$ cat src/rtl/pulse_burst_arbiter_if.sv
`default_nettype none
// ============================================================================
// Module   : pulse_burst_arbiter_if
// Purpose  : Request/grant and burst-generator signals of the pulse burst
//            arbiter, bundled with master (requester side) and slave
//            (arbiter side) views.
// Revision : 1.0 - initial release
// ============================================================================
interface pulse_burst_arbiter_if #(
  parameter int NUM_REQ = 4,
  parameter int CNT_W   = 4
);
  logic [NUM_REQ-1:0]       req;
  logic [NUM_REQ*CNT_W-1:0] req_count;
  logic [NUM_REQ-1:0]       gnt;
  logic [NUM_REQ-1:0]       done;
  logic                     pulser_start;
  logic [CNT_W-1:0]         pulser_num;
  logic                     pulser_last;
  logic                     busy;

  modport slave (
    input  req, req_count, pulser_last,
    output gnt, done, pulser_start, pulser_num, busy
  );

  modport master (
    output req, req_count, pulser_last,
    input  gnt, done, pulser_start, pulser_num, busy
  );
endinterface
`default_nettype wire

$ cat src/rtl/pulse_burst_arbiter.sv
`default_nettype none
// ============================================================================
// Module   : pulse_burst_arbiter
// Purpose  : Round-robin sharing of one pulse burst generator between
//            NUM_REQ requesters, with a per-requester done strobe and an
//            enforced idle gap between consecutive bursts.
// Revision : 1.0 - initial release
// ============================================================================
module pulse_burst_arbiter #(
  parameter int NUM_REQ    = 4,
  parameter int CNT_W      = 4,
  parameter int GAP_CYCLES = 1
) (
  input  wire                  clk,
  input  wire                  rst_n,
  pulse_burst_arbiter_if.slave bus
);

  localparam int PTR_W = (NUM_REQ > 1) ? $clog2(NUM_REQ) : 1;

  localparam logic [1:0] c_IDLE   = 2'd0;
  localparam logic [1:0] c_LAUNCH = 2'd1;
  localparam logic [1:0] c_ACTIVE = 2'd2;
  localparam logic [1:0] c_GAP    = 2'd3;

  // Where a finished burst goes: straight back to IDLE when no gap is wanted.
  localparam logic [1:0] c_POST_DONE = (GAP_CYCLES > 0) ? c_GAP : c_IDLE;
  localparam logic [3:0] c_GAP_LAST  = (GAP_CYCLES > 0) ? 4'(GAP_CYCLES - 1) : 4'd0;

  logic [1:0]         r_state;
  logic [NUM_REQ-1:0] r_gnt;
  logic [NUM_REQ-1:0] r_done;
  logic               r_start;
  logic [CNT_W-1:0]   r_num;
  logic [CNT_W-1:0]   r_cnt;
  logic [PTR_W-1:0]   r_ptr;
  logic [3:0]         r_gap;
  logic               r_busy;

  logic [1:0]         w_state_nxt;
  logic [NUM_REQ-1:0] w_gnt_nxt;
  logic [NUM_REQ-1:0] w_done_nxt;
  logic               w_start_nxt;
  logic [CNT_W-1:0]   w_num_nxt;
  logic [CNT_W-1:0]   w_cnt_nxt;
  logic [PTR_W-1:0]   w_ptr_nxt;
  logic [3:0]         w_gap_nxt;

  logic [CNT_W-1:0]   w_cnt_arr [NUM_REQ];
  logic [PTR_W:0]     w_sum;
  logic [PTR_W-1:0]   w_idx;
  logic               w_found;
  logic [PTR_W-1:0]   w_win;
  logic [PTR_W-1:0]   w_win_inc;
  logic [NUM_REQ-1:0] w_win_oh;

  // Split the flat count bus into one count per requester.
  generate
    for (genvar gi = 0; gi < NUM_REQ; gi++) begin : g_unpack
      assign w_cnt_arr[gi] = bus.req_count[gi*CNT_W +: CNT_W];
    end
  endgenerate

  // Round-robin pick: first set request scanning upward from the pointer, wrapping.
  always_comb begin
    w_found = 1'b0;
    w_win   = '0;
    w_sum   = '0;
    w_idx   = '0;
    for (int k = 0; k < NUM_REQ; k++) begin
      w_sum = {1'b0, r_ptr} + (PTR_W+1)'(k);
      if (w_sum >= (PTR_W+1)'(NUM_REQ)) begin
        w_sum = w_sum - (PTR_W+1)'(NUM_REQ);
      end
      w_idx = w_sum[PTR_W-1:0];
      if (!w_found && bus.req[w_idx]) begin
        w_found = 1'b1;
        w_win   = w_idx;
      end
    end
  end

  assign w_win_inc = (w_win == PTR_W'(NUM_REQ - 1)) ? '0 : w_win + 1'b1;
  assign w_win_oh  = NUM_REQ'(1) << w_win;

  // Next-state and next-output decode; every output is registered from these.
  always_comb begin
    w_state_nxt = r_state;
    w_gnt_nxt   = r_gnt;
    w_done_nxt  = '0;
    w_start_nxt = 1'b0;
    w_num_nxt   = r_num;
    w_cnt_nxt   = r_cnt;
    w_ptr_nxt   = r_ptr;
    w_gap_nxt   = r_gap;
    case (r_state)
      c_IDLE: begin
        // Generator last flag is deliberately ignored here (may be draining after reset).
        if (w_found) begin
          w_gnt_nxt   = w_win_oh;
          w_cnt_nxt   = w_cnt_arr[w_win];
          w_ptr_nxt   = w_win_inc;
          w_state_nxt = c_LAUNCH;
        end
      end
      c_LAUNCH: begin
        if (r_cnt != '0) begin
          w_start_nxt = 1'b1;
          w_num_nxt   = r_cnt;
          w_state_nxt = c_ACTIVE;
        end else begin
          // Zero-length burst: never touch the generator, complete immediately.
          w_done_nxt  = r_gnt;
          w_gnt_nxt   = '0;
          w_gap_nxt   = '0;
          w_state_nxt = c_POST_DONE;
        end
      end
      c_ACTIVE: begin
        if (bus.pulser_last) begin
          w_done_nxt  = r_gnt;
          w_gnt_nxt   = '0;
          w_gap_nxt   = '0;
          w_state_nxt = c_POST_DONE;
        end
      end
      default: begin
        if (r_gap == c_GAP_LAST) begin
          w_state_nxt = c_IDLE;
        end else begin
          w_gap_nxt = r_gap + 1'b1;
        end
      end
    endcase
  end

  // State and output registers with asynchronous reset to an idle, pointer-at-0 arbiter.
  always_ff @(posedge clk or negedge rst_n) begin
    if (!rst_n) begin
      r_state <= c_IDLE;
      r_gnt   <= '0;
      r_done  <= '0;
      r_start <= 1'b0;
      r_num   <= '0;
      r_cnt   <= '0;
      r_ptr   <= '0;
      r_gap   <= '0;
      r_busy  <= 1'b0;
    end else begin
      r_state <= w_state_nxt;
      r_gnt   <= w_gnt_nxt;
      r_done  <= w_done_nxt;
      r_start <= w_start_nxt;
      r_num   <= w_num_nxt;
      r_cnt   <= w_cnt_nxt;
      r_ptr   <= w_ptr_nxt;
      r_gap   <= w_gap_nxt;
      r_busy  <= (w_state_nxt != c_IDLE);
    end
  end

  assign bus.gnt          = r_gnt;
  assign bus.done         = r_done;
  assign bus.pulser_start = r_start;
  assign bus.pulser_num   = r_num;
  assign bus.busy         = r_busy;

endmodule
`default_nettype wire

$ cat src/flat_wrapper.sv
// flat-port wrapper written by rule: the top's interface ports become plain ports
module pulse_burst_arbiter_flat 
#(
  parameter int NUM_REQ    = 4,
  parameter int CNT_W      = 4,
  parameter int GAP_CYCLES = 1
)
  (clk, rst_n, bus_req, bus_req_count, bus_pulser_last, bus_gnt, bus_done, bus_pulser_start, bus_pulser_num, bus_busy);
  pulse_burst_arbiter_if #(.NUM_REQ(NUM_REQ), .CNT_W(CNT_W)) bus_i ();
  input  wire clk;
  input  wire rst_n;
  input wire logic [$bits(bus_i.req)-1:0] bus_req;
  input wire logic [$bits(bus_i.req_count)-1:0] bus_req_count;
  input wire logic [$bits(bus_i.pulser_last)-1:0] bus_pulser_last;
  output wire logic [$bits(bus_i.gnt)-1:0] bus_gnt;
  output wire logic [$bits(bus_i.done)-1:0] bus_done;
  output wire logic [$bits(bus_i.pulser_start)-1:0] bus_pulser_start;
  output wire logic [$bits(bus_i.pulser_num)-1:0] bus_pulser_num;
  output wire logic [$bits(bus_i.busy)-1:0] bus_busy;
  assign bus_i.req = bus_req;
  assign bus_i.req_count = bus_req_count;
  assign bus_i.pulser_last = bus_pulser_last;
  assign bus_gnt = bus_i.gnt;
  assign bus_done = bus_i.done;
  assign bus_pulser_start = bus_i.pulser_start;
  assign bus_pulser_num = bus_i.pulser_num;
  assign bus_busy = bus_i.busy;
  pulse_burst_arbiter #(.NUM_REQ(NUM_REQ), .CNT_W(CNT_W), .GAP_CYCLES(GAP_CYCLES)) u_core (.clk(clk), .rst_n(rst_n), .bus(bus_i));
endmodule
$ cat config.mk
export PLATFORM = sky130hd
export DESIGN_NAME = pulse_burst_arbiter_flat
export DESIGN_NICKNAME = d
export VERILOG_FILES = /design/src/rtl/pulse_burst_arbiter_if.sv /design/src/rtl/pulse_burst_arbiter.sv /design/src/flat_wrapper.sv
export SDC_FILE = /design/constraint.sdc
export NUM_CORES = 1
export LEC_CHECK = 0
export BUFFER_PORTS_ARGS = -buffer_cell sky130_fd_sc_hd__buf_2
export CORE_MARGIN = 2
export CORE_UTILIZATION = 52
export CTS_BUF_LIST = sky130_fd_sc_hd__clkbuf_8 sky130_fd_sc_hd__clkbuf_16
export CTS_CLUSTER_DIAMETER = 80
export DETAILED_ROUTE_END_ITERATION = 8
export GPL_TIMING_DRIVEN = 0
export PLACE_DENSITY = 0.78
export REMOVE_ABC_BUFFERS = 1
export SLEW_MARGIN = 20
export SYNTH_ARGS = -nofsm -noshare
export SYNTH_HDL_FRONTEND = slang
export SYNTH_SLANG_ARGS = --single-unit
$ cat constraint.sdc
create_clock -name clk -period 2.9 [get_ports clk]
set_clock_uncertainty 0.2 [all_clocks]
set_input_delay 0.58 -clock clk [delete_from_list [all_inputs] [get_ports clk]]
set_output_delay 0.58 -clock clk [all_outputs]
set_load 0.03 [all_outputs]
==> Yosys cells after proc, flatten, opt, wreduce, memory -nomap -nowiden <==
Cells that the tools add are included.
{ "word_totals": {"reg_bits": 26, "inputBits": 23, "output_inout_bits": 14, "word_cells": 92} }
{ "op_classes": {"n_addsub": 9, "order_cmp": 9, "n_eq_ne": 7, "shift": 1, "muxes": 40, "bitwise_logic": 2, "n_reduce_logical": 15} }
{ "op_table": {"columns": ["operator", "count"], "rows": [
  ["$mux 4", 8],
  ["$mux 2", 12],
  ["$pmux 4 s3", 2],
  ["$ge 3x3->1 const B", 4],
  ["$lt 2x3->1 const B", 4],
  ["$mux 1", 11],
  ["$bmux 1 s2", 4],
  ["$bmux 4 s2", 1],
  ["$pmux 4 s2", 1],
  ["$reduce_and 4->1", 2],
  ["$sub 2x1->2 const B", 4],
  ["$add 2x2->3 const B", 2],
  ["$pmux 2 s3", 1],
  ["$add 4x1->4 const B", 1],
  ["$eq 2x2->1 const B", 2],
  ["$logic_not 4->1", 1],
  ["$ne 2x2->1 const B", 2],
  ["$reduce_and 2->1", 2],
  ["$reduce_bool 4->1", 1],
  ["$shl 1x2->4 const A", 1],
  ["$add 2x1->3 const B", 1],
  ["$ge 2x3->1 const B", 1],
  ["$logic_and 1x1->1", 3],
  ["$logic_not 1->1", 3],
  ["9 further kinds", 9]
]} }

==> Depth between registers and ports, before layout <==
Gate-level depths: netlist (run 1).
{ "logic_depth": {"word_depth": 18, "mapped_depth": 8, "depth_no_buf": 7} }

==> Least setup slack after synthesis (run 1) <==
No wires, ideal clock.
{ "synth_path": {"path_type": "in2reg", "startpoint": "in bus_req[1]", "endpoint": "reg u_core.r_gnt[0] (netlist: u_core.bus.gnt[0])", "setup_time_ns": 0.128, "arrival_ns": 1.977, "slack_ns": 0.595, "cell_stages": 6, "n_path_buf": 0, "cell_sequence": "or3_1 -> a31oi_2 -> inv_1 -> ha_1 -> nor2b_1 -> mux2_1"} }
{ "synth_between": {"elab_chain_cells": 15, "word_cells_on_any_way": 27, "cone_classes": "1 x eq/ne; 1 x shift; 18 x mux; 7 x reduce/logical"} }
{ "synth_rtl": {"columns": ["item", "line_no", "text"], "rows": [
  ["from (decl)", "flat_wrapper.sv:12", "input wire logic [$bits(bus_i.req)-1:0] bus_req;"],
  ["$bmux 1 s2", "pulse_burst_arbiter.sv:76", "if (!w_found && bus.req[w_idx]) begin"],
  ["$mux 1 (not written as such)", "pulse_burst_arbiter.sv:76", null],
  ["$mux 1", "pulse_burst_arbiter.sv:76", null],
  ["$logic_not 1->1", "pulse_burst_arbiter.sv:76", null],
  ["$logic_and 1x1->1", "pulse_burst_arbiter.sv:76", null],
  ["$mux 1", "pulse_burst_arbiter.sv:76", null],
  ["$logic_not 1->1", "pulse_burst_arbiter.sv:76", null],
  ["$logic_and 1x1->1", "pulse_burst_arbiter.sv:76", null],
  ["$mux 1", "pulse_burst_arbiter.sv:76", null],
  ["$logic_not 1->1", "pulse_burst_arbiter.sv:76", null],
  ["$logic_and 1x1->1", "pulse_burst_arbiter.sv:76", null],
  ["$mux 2", "pulse_burst_arbiter.sv:76", null],
  ["$shl 1x2->4", "pulse_burst_arbiter.sv:84", "assign w_win_oh = NUM_REQ'(1) << w_win;"],
  ["$mux 4", "pulse_burst_arbiter.sv:99", "if (w_found) begin"],
  ["$pmux 4 s3", "pulse_burst_arbiter.sv:96", "case (r_state)"],
  ["to (signal assigned)", "pulse_burst_arbiter.sv:151", "r_gnt <= w_gnt_nxt;"],
  ["to (decl)", "pulse_burst_arbiter.sv:31", "logic [NUM_REQ-1:0] r_gnt;"]
]} }
Several ways; a longest one is shown, not always the timed one. The select of a mux whose other input is x is not followed.
A chain may end at the register's enable or synchronous reset.

==> Worst setup path after layout (run 1) <==
{ "layout_path": {"startpoint": "reg u_core.r_ptr[1]", "endpoint": "reg u_core.r_gnt[0] (netlist: u_core.bus.gnt[0])"} }
{ "layout_between": {"elab_chain_cells": 17, "word_cells_on_any_way": 42, "cone_classes": "7 x add/sub; 4 x order compare; 1 x eq/ne; 1 x shift; 22 x mux; 7 x reduce/logical"} }
{ "layout_rtl": {"columns": ["item", "line_no", "text"], "rows": [
  ["from (decl)", "pulse_burst_arbiter.sv:36", "logic [PTR_W-1:0] r_ptr;"],
  ["from (signal assigned)", "pulse_burst_arbiter.sv:156", "r_ptr <= w_ptr_nxt;"],
  ["parallel branches: the longest is 17 deep, another holds $add 2x1->3", null, null]
]} }
Several ways; the timed one is not identified. The select of a mux whose other input is x is not followed.

==> Implementation_results.wiki, run 1 <==
{| class="wikitable"
! Metric !! Value
|-
| Gpl congestion || 0.861
|-
| Core area || about 0.0027 sq mm
|-
| Number of remaining DRC errors || 0
|-
| Via-to-Cell Ratio || 5.56
|-
| WS Path Type || flip-flop to flip-flop
|-
| Clock tree buffer depth || 2
|-
| Tot GR Track Use || 0.186
|-
| NetSw || 0.000837 W
|-
| Row count || 19
|-
| Root Buffer || clkbuf_8
|-
| Cell occurring most often along the worst timing path || nor2b_1
|-
| Number of slew-limit violations in the final report || 0
|-
| Final Routed Wirelength || 2.78 mm
|-
| Total CTS buffers || 3
|-
| Final critical-path required period || 2.38 ns
|-
| Result of the run || finished clean
|-
| Relative contribution of combinational cells to total power || 0.541
|-
| Cell type contributing the most total cell area after synthesis || dfrtp_1
|-
| Clock Pin Slew Worst Setup and Hold Paths || around 0.08 ns
|-
| DP Wirelength || 2.21 mm
|-
| Routed Antenna Nets || 0
|-
| Number of warnings reported in the yosys synthesis log || 0
|-
| First-pass GRT wire length || 4.71 mm
|-
| Commonest cells after routing, fill and taps aside || buf_2 (36), dfrtp_1 (26), nand2_1 (12)
|-
| Unique cell type count in the Yosys netlist || between 40 and 50
|-
| Fin. Hold Viols || 0
|-
| Slew at the pin closest to its max-slew limit || 0.545 ns
|-
| Worst EP required || roughly 2.9 ns
|-
| Chip height || around 57 microns
|-
| Commonest register cell after synthesis || dfrtp_1
|-
| Drt initial violations || 23
|-
| Slew Limit Headroom || 0.637
|-
| CP Cell Sequence || nor2b_1, o21a_1, nor3_4, inv_1, ha_1, nor2b_1, mux2_1
|-
| Level count of the clock H-tree || 1
|-
| Post-layout nets || ~210
|-
| Max Cap Viol || 0
|-
| Pre-antenna DRT Iters || 6
|-
| Number of setup buffers added after CTS || 0
|-
| IR Drop Worst-Case VDD || 0.000623 V
|-
| EDFF count, synth || 0
|-
| Avg Synthesized Cell Area || around 11 sq um
|-
| Maximum cell stage delay along the critical path || 0.44 ns
|-
| R2R cell count || 7
|-
| Register bit count reported by yosys || 26
|-
| Clock share of power || 0.108
|-
| Cells taking the most area after synthesis || dfrtp_1 (44%), ha_1 (8.5%), mux2i_1 (3.4%)
|-
| Starting density of the core || 0.543
|-
| Total setup violations reported at the end of the flow || 0
|-
| Synthesized netlist cell count || roughly 140
|-
| R2r startpoint || u_core.r_ptr[1]$_DFFE_PN0P_
|-
| Per-cell routed wire length || ~13 microns
|-
| Width of the die || 57.2 microns
|-
| Crit-path max FO || 8
|-
| Arrival time of data at the critical path endpoint || roughly 2.3 ns
|-
| Instance area after placement || 0.00168 sq mm
|-
| Total Neg Setup Slack || 0 ns
|-
| Post-synthesis to final-layout area growth || 17.1%
|-
| GR Overflow Total || 0
|-
| Setup slack of the critical path after layout || 0.520 ns
|-
| Boundary pin count || 37
|-
| I/O Buffers || 36
|-
| RSZ-0062 raised after global routing || false
|-
| Worst slack at placement || between 0.3 and 0.4 ns
|-
| Slowest CP cell || dfrtp_1
|-
| Origin of the worst setup path || u_core.r_ptr[1]$_DFFE_PN0P_
|-
| Portion of synthesized cell area occupied by the leading cell type || 0.442
|-
| Total internal power || just under 0.001 W
|-
| Fraction of final layout cells sized beyond drive strength 1 || 0.273
|-
| Share of async-settable or async-resettable flops after synthesis || 1.00
|-
| Final period util || 0.821
|-
| Total die area || between 0.003 and 0.004 sq mm
|-
| Overall power after layout || 0.00183 W
|-
| Number of antenna violations at the first check in global routing || 0
|-
| Number of global-route vias before repair || 1133
|-
| Worst setup EP type || flip-flop
|-
| Leak || 0.876 nW
|-
| Total number of vias || 1150
|-
| Post-cts sizing count || 0
|-
| Number of buffers added to fix hold violations after cts || 0
|-
| Clock latency reported for the late side of the worst-skew pair || 0.27 ns
|-
| Switching part of the total || 0.458
|-
| Cell Pwr Density || 1060 mW/mm^2
|-
| Reg power frac || 0.351
|-
| Sequential fraction of the synthesis area || 0.442
|-
| Worst hold path class || primary input to async pin
|-
| Maximum number of pins on one net before global-route repair || 27
|-
| Clock tree from TritonCTS || built
|-
| Most frequent standard cell in the layout excluding fill and tap cells || buf_2
|-
| Final hold slack || 0.0839 ns
|-
| Inserted Diodes || 0
|-
| Maximum clock frequency || 0.420 GHz
|-
| Startpoint types || flip-flop
|-
| Post-route cell area || 0.00172 sq mm
|-
| Netlist area before placement || 0.00147 sq mm
|-
| Clock Sink Count || 26
|}
## layer usage
metal  global-route usage  vias up  wire [microns]
met5                    0        -               0
met4               0.0897        0              39
met3               0.0295        3              92
met2                0.343       27            1460
met1                0.208      540            1180
li1                     -      580               -
## cell usage after synthesis (all sizes together) (3+ instances only)
master   n
mux2i    5
nor2b    5
o21ai    6
nor3     4
nor2     4
dfrtp   26
and2     4
inv     10
ha      10
nand3    3
nand2   13
o31ai    5
a211o    4
o211ai   4
mux2     5
a22o     3
nand4    4
nand2b   3
## registers in the layout (all words and copies together), names as in the netlist
signal	cells
u_core.bus.done	4
u_core.bus.gnt	4
u_core.bus.pulser_num	4
u_core.r_cnt	4
u_core.r_gap	4
u_core.r_ptr	2
u_core.r_state	2
u_core.bus.busy	1
u_core.bus.pulser_start	1
## worst max-delay path: cells and delay by family (launching register included)
family | cells | cell delay [ns]
AO/OA/AOI/OAI | 1 | 0.26
AND/OR/NAND/NOR | 3 | 0.72
flip-flops | 1 | 0.44
adder cells (fa/ha/maj) | 1 | 0.20
buffers and inverters | 1 | 0.14
multiplexers | 1 | 0.30
## final cells by class
class / instances / area [sq um]
well taps: 31 / 38.8
fillers: 238 / 987
multi-input cells: 101 / 774
inverters: 10 / 37.5
repair buffers: 36 / 180
flip-flops and latches: 26 / 651
clock buffers: 3 / 41.3
## cells by family (layout without fill, tap and decap cells)
group | count (synthesis) | count (layout) | synth area share
flip-flops | 26 | 26 | 0.442
adder cells (fa/ha/maj) | 10 | 10 | 0.0850
buffers and inverters | 12 | 49 | 0.0315
multiplexers | 10 | 10 | 0.0723
AO/OA/AOI/OAI | 34 | 34 | 0.192
AND/OR/NAND/NOR | 47 | 47 | 0.177
## final timing paths
path,slack (ns),end
setup / recovery,0.52,u_core.bus.gnt[0]$_DFFE_PN0P_
hold / removal,0.08,u_core.r_gap[0]$_DFFE_PN0P_
setup reg to reg,0.52,u_core.bus.gnt[0]$_DFFE_PN0P_
hold reg to reg,0.28,u_core.bus.pulser_num[3]$_DFFE_PN0P_
max in group asynchronous,2.05,u_core.bus.pulser_num[3]$_DFFE_PN0P_
min in group clk,0.28,u_core.bus.pulser_num[3]$_DFFE_PN0P_
## power groups by stage
stage / Clock, W / Combinational (W) / Sequential (W)
after floorplan: 0 / 0.000649 / 0.000747
after global placement: 0 / 0.000956 / 0.000640
after detailed placement: 0 / 0.000999 / 0.000647
after CTS: 0.000205 / 0.000999 / 0.000642
after global routing: 0.000216 / 0.00111 / 0.000666
final: 0.000197 / 0.000990 / 0.000641
## stage by stage
stage           util  std cells
2_1_floorplan      -        137
3_3_place_gp   0.620        204
3_5_place_dp   0.620        204
4_1_cts        0.636        207
5_1_grt        0.636        207
6_report       0.636        207
Power figures use the tool's default switching activity.
==> run 2, diff against run 1 <==
- CORE_UTILIZATION: 52 -> 47
- PLACE_DENSITY: 0.78 -> 0.75
- clock period: 2.9 -> 2 ns (I/O delays scaled with it)
==> run 2 against run 1 <==
The flow now finishes with violations (setup timing). Combinational power increased by 110%. Sequential power up 46%. Die area is 9.9% higher. Sequential cell count did not move. Register-to-register slack worse by 0.53 ns. Sequential share of layout area down 5.2 points. Routed wire length grew 29%. Count of clock-buffer cells in the layout unchanged. Largest cell class unchanged.
==> Implementation_results.wiki, run 2 (synthesized netlist as in run 1, its figures left out) <==
{| class="wikitable"
! Metric !! Value
|-
| Highest-utilization routing layer at the global route stage || met2
|-
| Startpoint types || flip-flop
|-
| Pre-antenna DRT Iters || 6 (unchanged)
|-
| Maximum number of pins on one net before global-route repair || 27 (unchanged)
|-
| Via-to-Cell Ratio || 5.80 (+4.4%)
|-
| Number of antenna violations at the first check in global routing || 0 (unchanged)
|-
| Number of global-route vias before repair || 1218 (+7.5%)
|-
| Leak || 0.975 nW (+11%)
|-
| Tot GR Track Use || 0.200 (+0.0139)
|-
| Setup slack of the critical path after layout || -0.0146 ns (-0.535 ns)
|-
| Cell Pwr Density || 1630 mW/mm^2 (+53%)
|-
| Fin. Hold Viols || 0 (unchanged)
|-
| Overall power after layout || 0.00326 W (+78%)
|-
| I/O Buffers || 36 (unchanged)
|-
| Slew at the pin closest to its max-slew limit || 0.575 ns (+0.0295 ns)
|-
| Post-synthesis to final-layout area growth || 36.1%
|-
| Inserted Diodes || 0 (unchanged)
|-
| Final Routed Wirelength || 3.60 mm (+29%)
|-
| Final period util || 1.01 (+0.187)
|-
| Clock tree from TritonCTS || built
|-
| Routed Antenna Nets || 0 (unchanged)
|-
| Total number of vias || 1311 (+14%)
|-
| Fraction of final layout cells sized beyond drive strength 1 || 0.451 (+0.178)
|-
| Most frequent standard cell in the layout excluding fill and tap cells || buf_2
|-
| Post-layout nets || 228 (+8.1%)
|-
| Arrival time of data at the critical path endpoint || 1.97 ns (-0.37 ns)
|-
| Grt met1 use || 0.251 (+0.0437)
|-
| Number of slew-limit violations in the final report || 0 (unchanged)
|-
| IR Drop Worst-Case VDD || 0.000703 V (+13%)
|-
| Worst setup slack for register-to-register paths || -0.01 ns (-0.53 ns)
|-
| Chip height || 60.0 microns (+4.8%)
|-
| Row count || 20 (+1)
|-
| Per-cell routed wire length || 15.9 microns (+19%)
|-
| Violations in the final reports || setup timing
|-
| Total setup violations reported at the end of the flow || 2 (+2)
|-
| Clock Sink Count || 26 (unchanged)
|-
| Root Buffer || clkbuf_8
|-
| DP Wirelength || 2.30 mm (+3.9%)
|-
| Max Cap Viol || 0 (unchanged)
|-
| Slew Limit Headroom || 0.617 (-0.0196)
|-
| Maximum clock frequency || 0.496 GHz (+18%)
|-
| Total CTS buffers || 3 (unchanged)
|-
| Crit-path max FO || 6 (-2)
|-
| WS Path Type || flip-flop to flip-flop
|-
| Clock latency reported for the late side of the worst-skew pair || 0.27 ns (about the same)
|-
| Worst hold path class || primary input to flip-flop
|-
| Number of remaining DRC errors || 0 (unchanged)
|-
| Final core utilization || 0.667 (+0.0313)
|-
| First-pass GRT wire length || 5.39 mm (+14%)
|-
| Gpl congestion || 0.777 (-9.8%)
|-
| Clock tree buffer depth || 2 (unchanged)
|-
| Total die area || 0.00359 sq mm (+9.9%)
|-
| Boundary pin count || 37 (unchanged)
|-
| Total Neg Setup Slack || -0.0259 ns (-0.0259 ns)
|-
| Level count of the clock H-tree || 1 (unchanged)
|-
| GR Layer Usage met2 || 0.325 (-0.0187)
|-
| Width of the die || 60.0 microns (+4.8%)
|-
| Clock Pin Slew Worst Setup and Hold Paths || 0.08 ns (about the same)
|-
| Core area || 0.00300 sq mm (+11%)
|-
| GR Overflow Total || 0 (unchanged)
|-
| Final critical-path required period || 2.01 ns (-0.365 ns)
|-
| RSZ-0062 raised after global routing || true
|-
| Starting density of the core || 0.490 (-0.0529)
|-
| Result of the run || finished with violations
|-
| Worst EP required || 1.96 ns (-0.90 ns)
|-
| Drt initial violations || 44 (+91%)
|-
| Commonest cells after routing, fill and taps aside || buf_2 (36), dfrtp_1 (24), nand2_1 (12), buf_4 (12), inv_1 (7)
|-
| GR met3 Demand/Resource || 0.0346 (+0.00515)
|-
| Worst setup EP type || flip-flop
|}
-- run 2: cell types whose count changed in the layout (fill, tap and decap cells not counted), sizes merged --
cell	delta
buf	+16
dlygate4sd3	+1
-- run 2: worst paths after layout --
check / cells after the start / endpoint / from
setup / recovery: 7 / u_core.bus.gnt[0]$_DFFE_PN0P_ / u_core.r_ptr[1]$_DFFE_PN0P_
hold / removal: 3 / u_core.r_cnt[2]$_DFFE_PN0P_ / bus_req_count[10]
setup reg to reg: 7 / u_core.bus.gnt[0]$_DFFE_PN0P_ / u_core.r_ptr[1]$_DFFE_PN0P_
hold reg to reg: 2 / u_core.bus.pulser_num[3]$_DFFE_PN0P_ / u_core.bus.pulser_num[3]$_DFFE_PN0P_
max in group asynchronous: 2 / u_core.r_ptr[1]$_DFFE_PN0P_ / rst_n
min in group asynchronous: 2 / u_core.r_cnt[0]$_DFFE_PN0P_ / rst_n
-- run 2: metrics by stage --
step	setup WS [ns]	std cells	area, sq um	hold WS, ns
floorplan	-0.132	137	1460	-0.0956
global placement	-0.339	206	1680	0.213
detailed placement	-0.399	206	1680	0.227
CTS	-0.0492	217	1870	0.239
global route	-0.0891	226	2000	0.285
finish	-0.0146	226	2000	0.240
-- run 2: timing repair --
action,4_1_cts,5_1_grt
endpoints found under the setup margin,9,12
setup buffers,7,9
hold buffers,1,0
resized for setup,19,16
pin swaps,5,6
hold endpoints to repair,26,0
-- run 2: layout make-up --
cell class                      count  area (sq um)
Inverter                           10          37.5
Fill cell                         218          1000
Tap cell                           33          41.3
Clock buffer                        3          41.3
Timing Repair Buffer               53           325
Sequential cell                    26           653
Multi-Input combinational cell    101           905
-- run 2: per-layer routing --
layer	routed length, microns	part of all wire
met1	1400	0.39
met2	1930	0.54
met3	123	0.034
met4	138	0.038
met5	0	0
-- run 2: power by group --
group          switching (W)  internal (W)
combinational        0.00111      0.000926
clock               0.000151      0.000135
sequential          0.000194      0.000745
total                0.00145       0.00181
-- run 2: worst max-delay path, cell delays in order, from the launching register on --
cell,delay [ns]
dfrtp_2,0.45
buf_6,0.13
or3_4,0.33
a31oi_4,0.17
inv_2,0.07
ha_2,0.17
nor2b_1,0.12
mux2_4,0.26
